==> src/rtl/prbs_word_gen_if.sv <==
// rtl/prbs_word_gen_if.sv - control and word-stream bundle of the PRBS word generator
interface prbs_word_gen_if #(
   parameter int WORDWIDTH = 16,
   parameter int CNTWIDTH  = 32
);
   logic                 enable;
   logic [1:0]           mode;
   logic [WORDWIDTH-1:0] fixed_pattern;
   logic [6:0]           seed;
   logic                 seed_load;
   logic                 err_inj;
   logic [WORDWIDTH-1:0] word_out;
   logic                 word_valid;
   logic [CNTWIDTH-1:0]  word_cnt;
   logic [CNTWIDTH-1:0]  err_cnt;

   modport master (
      output enable, mode, fixed_pattern, seed, seed_load, err_inj,
      input  word_out, word_valid, word_cnt, err_cnt
   );

   modport slave (
      input  enable, mode, fixed_pattern, seed, seed_load, err_inj,
      output word_out, word_valid, word_cnt, err_cnt
   );
endinterface

==> src/rtl/prbs_word_gen.sv <==
// rtl/prbs_word_gen.sv - parallel PRBS7/fixed/counter/alternating word source with error injection
module prbs_word_gen #(
   parameter int WORDWIDTH = 16,
   parameter int CNTWIDTH  = 32
) (
   input  logic            clk,
   input  logic            rst,
   prbs_word_gen_if.slave  bus
);
   localparam logic [6:0]           LFSR_INIT = 7'h7F;
   localparam logic [WORDWIDTH-1:0] PAT_ONE   = WORDWIDTH'(1);
   localparam logic [CNTWIDTH-1:0]  CNT_ONE   = CNTWIDTH'(1);

   typedef enum logic [1:0] {
      MODE_PRBS  = 2'd0,
      MODE_FIXED = 2'd1,
      MODE_COUNT = 2'd2,
      MODE_ALT   = 2'd3
   } mode_e;

   logic [WORDWIDTH-1:0] word_q, word_d;
   logic                 valid_q, valid_d;
   logic [6:0]           lfsr_q, lfsr_d;
   logic [WORDWIDTH-1:0] pat_q, pat_d;
   logic                 alt_q, alt_d;
   logic                 pend_q, pend_d;
   logic [CNTWIDTH-1:0]  wcnt_q, wcnt_d;
   logic [CNTWIDTH-1:0]  ecnt_q, ecnt_d;

   logic [6:0]           prbs_state;
   logic [WORDWIDTH-1:0] prbs_word;
   logic                 prbs_fb;
   logic [WORDWIDTH-1:0] alt_base;
   logic [WORDWIDTH-1:0] pattern_word;
   logic                 produce;
   logic                 inject;
   mode_e                mode_sel;

   // WORDWIDTH serial LFSR steps unrolled; first feedback bit lands in the MSB
   always_comb begin
      prbs_state = lfsr_q;
      prbs_word  = '0;
      prbs_fb    = 1'b0;
      for (int i = WORDWIDTH - 1; i >= 0; i--) begin
         prbs_fb      = prbs_state[6] ^ prbs_state[5];
         prbs_word[i] = prbs_fb;
         prbs_state   = {prbs_state[5:0], prbs_fb};
      end
   end

   always_comb begin
      alt_base = '0;
      for (int i = 0; i < WORDWIDTH; i++) begin
         alt_base[i] = (i % 2) == 1;
      end
   end

   assign mode_sel = mode_e'(bus.mode);
   assign produce  = bus.enable & ~bus.seed_load;
   assign inject   = produce & (pend_q | bus.err_inj);

   always_comb begin
      pattern_word = prbs_word;
      case (mode_sel)
         MODE_PRBS:  pattern_word = prbs_word;
         MODE_FIXED: pattern_word = bus.fixed_pattern;
         MODE_COUNT: pattern_word = pat_q;
         MODE_ALT:   pattern_word = alt_q ? ~alt_base : alt_base;
         default:    pattern_word = prbs_word;
      endcase
   end

   always_comb begin
      word_d  = word_q;
      valid_d = 1'b0;
      lfsr_d  = lfsr_q;
      pat_d   = pat_q;
      alt_d   = alt_q;
      pend_d  = pend_q;
      wcnt_d  = wcnt_q;
      ecnt_d  = ecnt_q;

      // all-zero seed would lock the LFSR, so it falls back to the reset state
      if (bus.seed_load) begin
         lfsr_d = (bus.seed == 7'h00) ? LFSR_INIT : bus.seed;
      end

      if (produce) begin
         valid_d = 1'b1;
         word_d  = inject ? (pattern_word ^ PAT_ONE) : pattern_word;
         wcnt_d  = wcnt_q + CNT_ONE;
         case (mode_sel)
            MODE_PRBS:  lfsr_d = prbs_state;
            MODE_COUNT: pat_d  = pat_q + PAT_ONE;
            MODE_ALT:   alt_d  = ~alt_q;
            default:    ;
         endcase
      end

      if (inject) begin
         pend_d = 1'b0;
         ecnt_d = ecnt_q + CNT_ONE;
      end else if (bus.err_inj) begin
         pend_d = 1'b1;
      end
   end

   always_ff @(posedge clk or posedge rst) begin
      if (rst) begin
         word_q  <= '0;
         valid_q <= 1'b0;
         lfsr_q  <= LFSR_INIT;
         pat_q   <= '0;
         alt_q   <= 1'b0;
         pend_q  <= 1'b0;
         wcnt_q  <= '0;
         ecnt_q  <= '0;
      end else begin
         word_q  <= word_d;
         valid_q <= valid_d;
         lfsr_q  <= lfsr_d;
         pat_q   <= pat_d;
         alt_q   <= alt_d;
         pend_q  <= pend_d;
         wcnt_q  <= wcnt_d;
         ecnt_q  <= ecnt_d;
      end
   end

   assign bus.word_out   = word_q;
   assign bus.word_valid = valid_q;
   assign bus.word_cnt   = wcnt_q;
   assign bus.err_cnt    = ecnt_q;
endmodule

==> src/flat_wrapper.sv <==
// flat-port wrapper written by rule: the top's interface ports become plain ports
module prbs_word_gen_flat 
#(
   parameter int WORDWIDTH = 16,
   parameter int CNTWIDTH  = 32
)
  (clk, rst, bus_enable, bus_mode, bus_fixed_pattern, bus_seed, bus_seed_load, bus_err_inj, bus_word_out, bus_word_valid, bus_word_cnt, bus_err_cnt);
  prbs_word_gen_if #(.WORDWIDTH(WORDWIDTH), .CNTWIDTH(CNTWIDTH)) bus_i ();
  input  logic clk;
  input  logic rst;
  input wire logic [$bits(bus_i.enable)-1:0] bus_enable;
  input wire logic [$bits(bus_i.mode)-1:0] bus_mode;
  input wire logic [$bits(bus_i.fixed_pattern)-1:0] bus_fixed_pattern;
  input wire logic [$bits(bus_i.seed)-1:0] bus_seed;
  input wire logic [$bits(bus_i.seed_load)-1:0] bus_seed_load;
  input wire logic [$bits(bus_i.err_inj)-1:0] bus_err_inj;
  output wire logic [$bits(bus_i.word_out)-1:0] bus_word_out;
  output wire logic [$bits(bus_i.word_valid)-1:0] bus_word_valid;
  output wire logic [$bits(bus_i.word_cnt)-1:0] bus_word_cnt;
  output wire logic [$bits(bus_i.err_cnt)-1:0] bus_err_cnt;
  assign bus_i.enable = bus_enable;
  assign bus_i.mode = bus_mode;
  assign bus_i.fixed_pattern = bus_fixed_pattern;
  assign bus_i.seed = bus_seed;
  assign bus_i.seed_load = bus_seed_load;
  assign bus_i.err_inj = bus_err_inj;
  assign bus_word_out = bus_i.word_out;
  assign bus_word_valid = bus_i.word_valid;
  assign bus_word_cnt = bus_i.word_cnt;
  assign bus_err_cnt = bus_i.err_cnt;
  prbs_word_gen #(.WORDWIDTH(WORDWIDTH), .CNTWIDTH(CNTWIDTH)) u_core (.clk(clk), .rst(rst), .bus(bus_i));
endmodule
==> config.mk <==
export PLATFORM = sky130hd
export DESIGN_NAME = prbs_word_gen_flat
export DESIGN_NICKNAME = d
export VERILOG_FILES = /design/src/rtl/prbs_word_gen_if.sv /design/src/rtl/prbs_word_gen.sv /design/src/flat_wrapper.sv
export SDC_FILE = /design/constraint.sdc
export NUM_CORES = 1
export LEC_CHECK = 0
export CAP_MARGIN = 10
export CORE_MARGIN = 8
export CORE_UTILIZATION = 40
export CTS_BUF_LIST = sky130_fd_sc_hd__clkbuf_8
export DETAILED_ROUTE_END_ITERATION = 12
export GPL_TIMING_DRIVEN = 0
export PLACE_DENSITY = 0.69
export SETUP_SLACK_MARGIN = 0.15
export SLEW_MARGIN = 20
export SYNTH_ARGS = -nofsm -noshare
export SYNTH_HDL_FRONTEND = slang
export SYNTH_SLANG_ARGS = --single-unit
==> constraint.sdc <==
create_clock -name clk -period 3.42 [get_ports clk]
set_clock_uncertainty 0.2 [all_clocks]
set_input_delay 0.684 -clock clk [delete_from_list [all_inputs] [get_ports clk]]
set_output_delay 0.684 -clock clk [all_outputs]
set_load 0.02 [all_outputs]
==> flow_metrics.py <==
metrics = {
    "clock_tree": {
        "numCtsBuffers": 9,
        "holdBufCountCts": 0,
        "cts_buffer_depth": 2,
        "clk_pin_slew_worst_paths_ns": 0.10,
        "h-tree-depth": 3,
        "ctsResizeCount": 0,
        "cts-root-buf": "clkbuf_8",
        "postCtsSetupRepairBufs": 0,
        "clk_latency_ns": 0.38,
        "clock-sinks": 106,
        "cts_tree": "done",
    },
    "global_routing": {
        "met1_usage_pct": 19.8,
        "grt_max_degree": 35,
        "busiest_layer": "met2",
        "grt_use_met3_pct": 3.85,
        "antenna_found_initial": 0,
        "use_met2_pct": 24.5,
        "grt_usage_pct": 15.5,
        "first_global_vias": 3900,
        "grt_pass1_wl_um": 20400,
        "grt-ovfl-total": 0,
    },
    "critical_path": {
        "worstPathRequired_ns": 3.50,
        "crit_chain": "clkdlybuf4s50_1, nand2b_4, buf_6, nor3_2, nand4_1, nand2b_1, xnor2_1",
        "worst_setup_path_end_kind": "flip-flop",
        "cp_top_family": "simple AND/OR/NAND/NOR gates",
        "critPathKind": "input port to flip-flop",
        "arrival_ns": 2.49,
        "critPathLaunchType": "input port",
        "slowest_delay_ns": 0.52,
        "cp_slowest_cell": "clkdlybuf4s50_1",
        "cp_max_fo": 8,
        "path_buf_inv": 2,
    },
    "logic_synthesis": {
        "yosysTopAreaCell": "dfrtp_1",
        "ys_async_sr_fraction_pct": 100,
        "synthMuxAreaShare_pct": 1.47,
        "synthTopCellsByArea": "dfrtp_1 49%, xnor2_1 11%, xor2_1 4.8%",
        "synth-xor-area-share_pct": 16.5,
        "avgSynthCellArea_um2": 10.8,
        "ys_seq_elements": 106,
        "yosysMostFrequentCell": "dfrtp_1",
        "synth-simple-area-share_pct": 17.6,
        "synth_compound_gate_area_share_pct": 8.43,
        "synth_top_family_by_area": "simple AND/OR/NAND/NOR gates",
        "syn_nets": 504,
        "synth_edf_count": 0,
        "synth_top_cell_area_share_pct": 48.7,
        "synth-main-ff-cell": "dfrtp_1",
        "synth_commonest_cells": "99 x dfrtp_1, 66 x xnor2_1, 55 x nand2_1",
        "synth_fa_ha_area_share_pct": 0.737,
        "syn_inst": 471,
        "yosysWarnings": 0,
        "synth_cell_types": 50,
        "yosysSeqAreaShare_pct": 52.3,
        "netlist_area_mm2": 0.00509,
    },
    "timing": {
        "setup_viol": 0,
        "maxSlewViolCount": 0,
        "fin_crit_sh_pct": 70.6,
        "setup_tns_ns": 0,
        "hold_viol": 0,
        "rsz0062_at_grt": "no",
        "relSlewSlack_pct": 57.4,
        "worst_pin_slew_ns": 0.637,
        "min_period_ns": 2.42,
        "max_freq_mhz": 414,
    },
    "detailed_routing": {
        "ant_nets": 0,
        "vias": 3904,
        "drt_pre_antenna_iters": 4,
        "postRouteWirelength_um": 12700,
        "drc": 0,
        "drt_iter0_drc": 242,
        "viasPerCell": 5.08,
        "wl_per_cell_um": 16.5,
    },
    "power": {
        "vdd_drop_max_mv": 0.235,
        "p_leak_nw": 2.78,
        "power_mw": 3.20,
        "power_density_mw_per_mm2": 482,
    },
    "finish": {
        "fill_cells": 1137,
        "syn2layout_area_growth_pct": 30.4,
        "antenna_cells": 0,
        "final_nets": 625,
        "finalCoreUtilization_pct": 53.1,
        "drive_gt1_share_pct": 8.04,
        "design_area_mm2": 0.00664,
    },
    "outcome": {
        "status": "finished clean",
    },
    "placed_design": {
        "gp_congestion": 0.884,
        "dpl_cell_area_mm2": 0.00644,
        "io_buffers": 107,
        "hpwl_um": 9860,
    },
    "flow_run": {
        "max_cap_viol_count": 0,
    },
    "floorplanning": {
        "dieArea_mm2": 0.0166,
        "ios": 111,
        "die_x_um": 129,
        "start_util_pct": 40.7,
        "core_area_mm2": 0.0125,
        "rows": 41,
        "die-height_um": 129,
    },
    "hold_path": {
        "hold_path.class": "flip-flop to flip-flop",
    },
}
==> registers in the layout, summed over array words and instances (netlist names) <==
| register | cells |
|---|---|
| u_core.bus.err_cnt | 32 |
| u_core.bus.word_cnt | 32 |
| u_core.bus.word_out | 16 |
| u_core.pat_q | 16 |
| u_core.lfsr_q | 7 |
| u_core.alt_q | 1 |
| u_core.bus.word_valid | 1 |
| u_core.pend_q | 1 |
==> power by group <==
part / internal [mW] / switching [mW] / leakage [nW]
combinational: 0.397 / 0.444 / 1.31
clock: 0.344 / 0.457 / 0.0962
sequential: 1.40 / 0.156 / 1.37
total: 2.14 / 1.06 / 2.78
==> final cells by class <==
type	count	area [um^2]	area share, %
sequential	106	2660	40.1
clock inverter	7	76.3	1.15
multi-input combinational	331	2280	34.3
clock buffer	9	124	1.87
inverter	11	45.0	0.678
timing repair buffer	110	1130	17.0
tap	172	215	3.24
buffer	23	113	1.70
==> metrics by stage <==
| step | std cells | hold slack, ns | setup slack, ns |
|---|---|---|---|
| 2_1_floorplan | 471 | 0.245 | 1.12 |
| 5_1_grt | 769 | 0.309 | 0.851 |
| 4_1_cts | 769 | 0.283 | 0.987 |
| 6_report | 769 | 0.280 | 1.00 |
| 3_3_place_gp | 750 | 0.258 | 0.247 |
| 3_5_place_dp | 753 | 0.264 | 0.571 |
==> final timing paths <==
check	slack, ns	cells past startpoint	from	end
max	1.00	7	bus_enable	u_core.bus.word_cnt[29]$_DFFE_PP0N_
min	0.28	1	u_core.bus.word_cnt[31]$_DFFE_PP0N_	u_core.bus.word_cnt[31]$_DFFE_PP0N_
max reg2reg	1.16	6	u_core.lfsr_q[3]$_DFF_PP1_	u_core.bus.word_out[0]$_DFFE_PP0N_
max in group asynchronous	1.79	4	rst	u_core.lfsr_q[3]$_DFF_PP1_
min in group asynchronous	0.45	2	rst	u_core.bus.err_cnt[31]$_DFFE_PP0P_
min reg2reg	0.28	1	u_core.bus.word_cnt[31]$_DFFE_PP0N_	u_core.bus.word_cnt[31]$_DFFE_PP0N_
==> kinds of logic (layout without fill, tap and decap cells) <==
| family | count (synthesis) | in the layout |
|---|---|---|
| compound gates | 59 | 59 |
| xor+xnor | 95 | 95 |
| fa+ha+maj | 3 | 3 |
| buf+inv | 34 | 160 |
| flops | 106 | 106 |
| mux | 6 | 6 |
| simple gates | 168 | 168 |
==> cells in the final DEF (no fill, tap or decap), types with 3 or more instances in the layout <==
master and n:
a221oi_1 3, a31oi_1 7, and3_1 12, and4_1 9
buf_12 3, clkbuf_1 14, clkbuf_8 9, clkdlybuf4s50_1 107
clkinvlp_4 3, dfrtp_1 99, dfstp_2 7, ha_1 3
inv_1 9, mux2i_1 3, nand2_1 55, nand2b_1 4
nand3_1 22, nand4_1 17, nor2_1 30, nor3_1 4
nor4_1 3, o211ai_1 21, o21a_1 5, o21ai_0 10
o221ai_1 3, o22ai_1 4, xnor2_1 66, xor2_1 28
==> layer usage <==
layer	share of wire, %	vias up
li1	-	1872
met1	46	1890
met2	46	121
met3	6.0	21
met4	2.2	0
met5	0	-
Power figures use the tool's default switching activity.
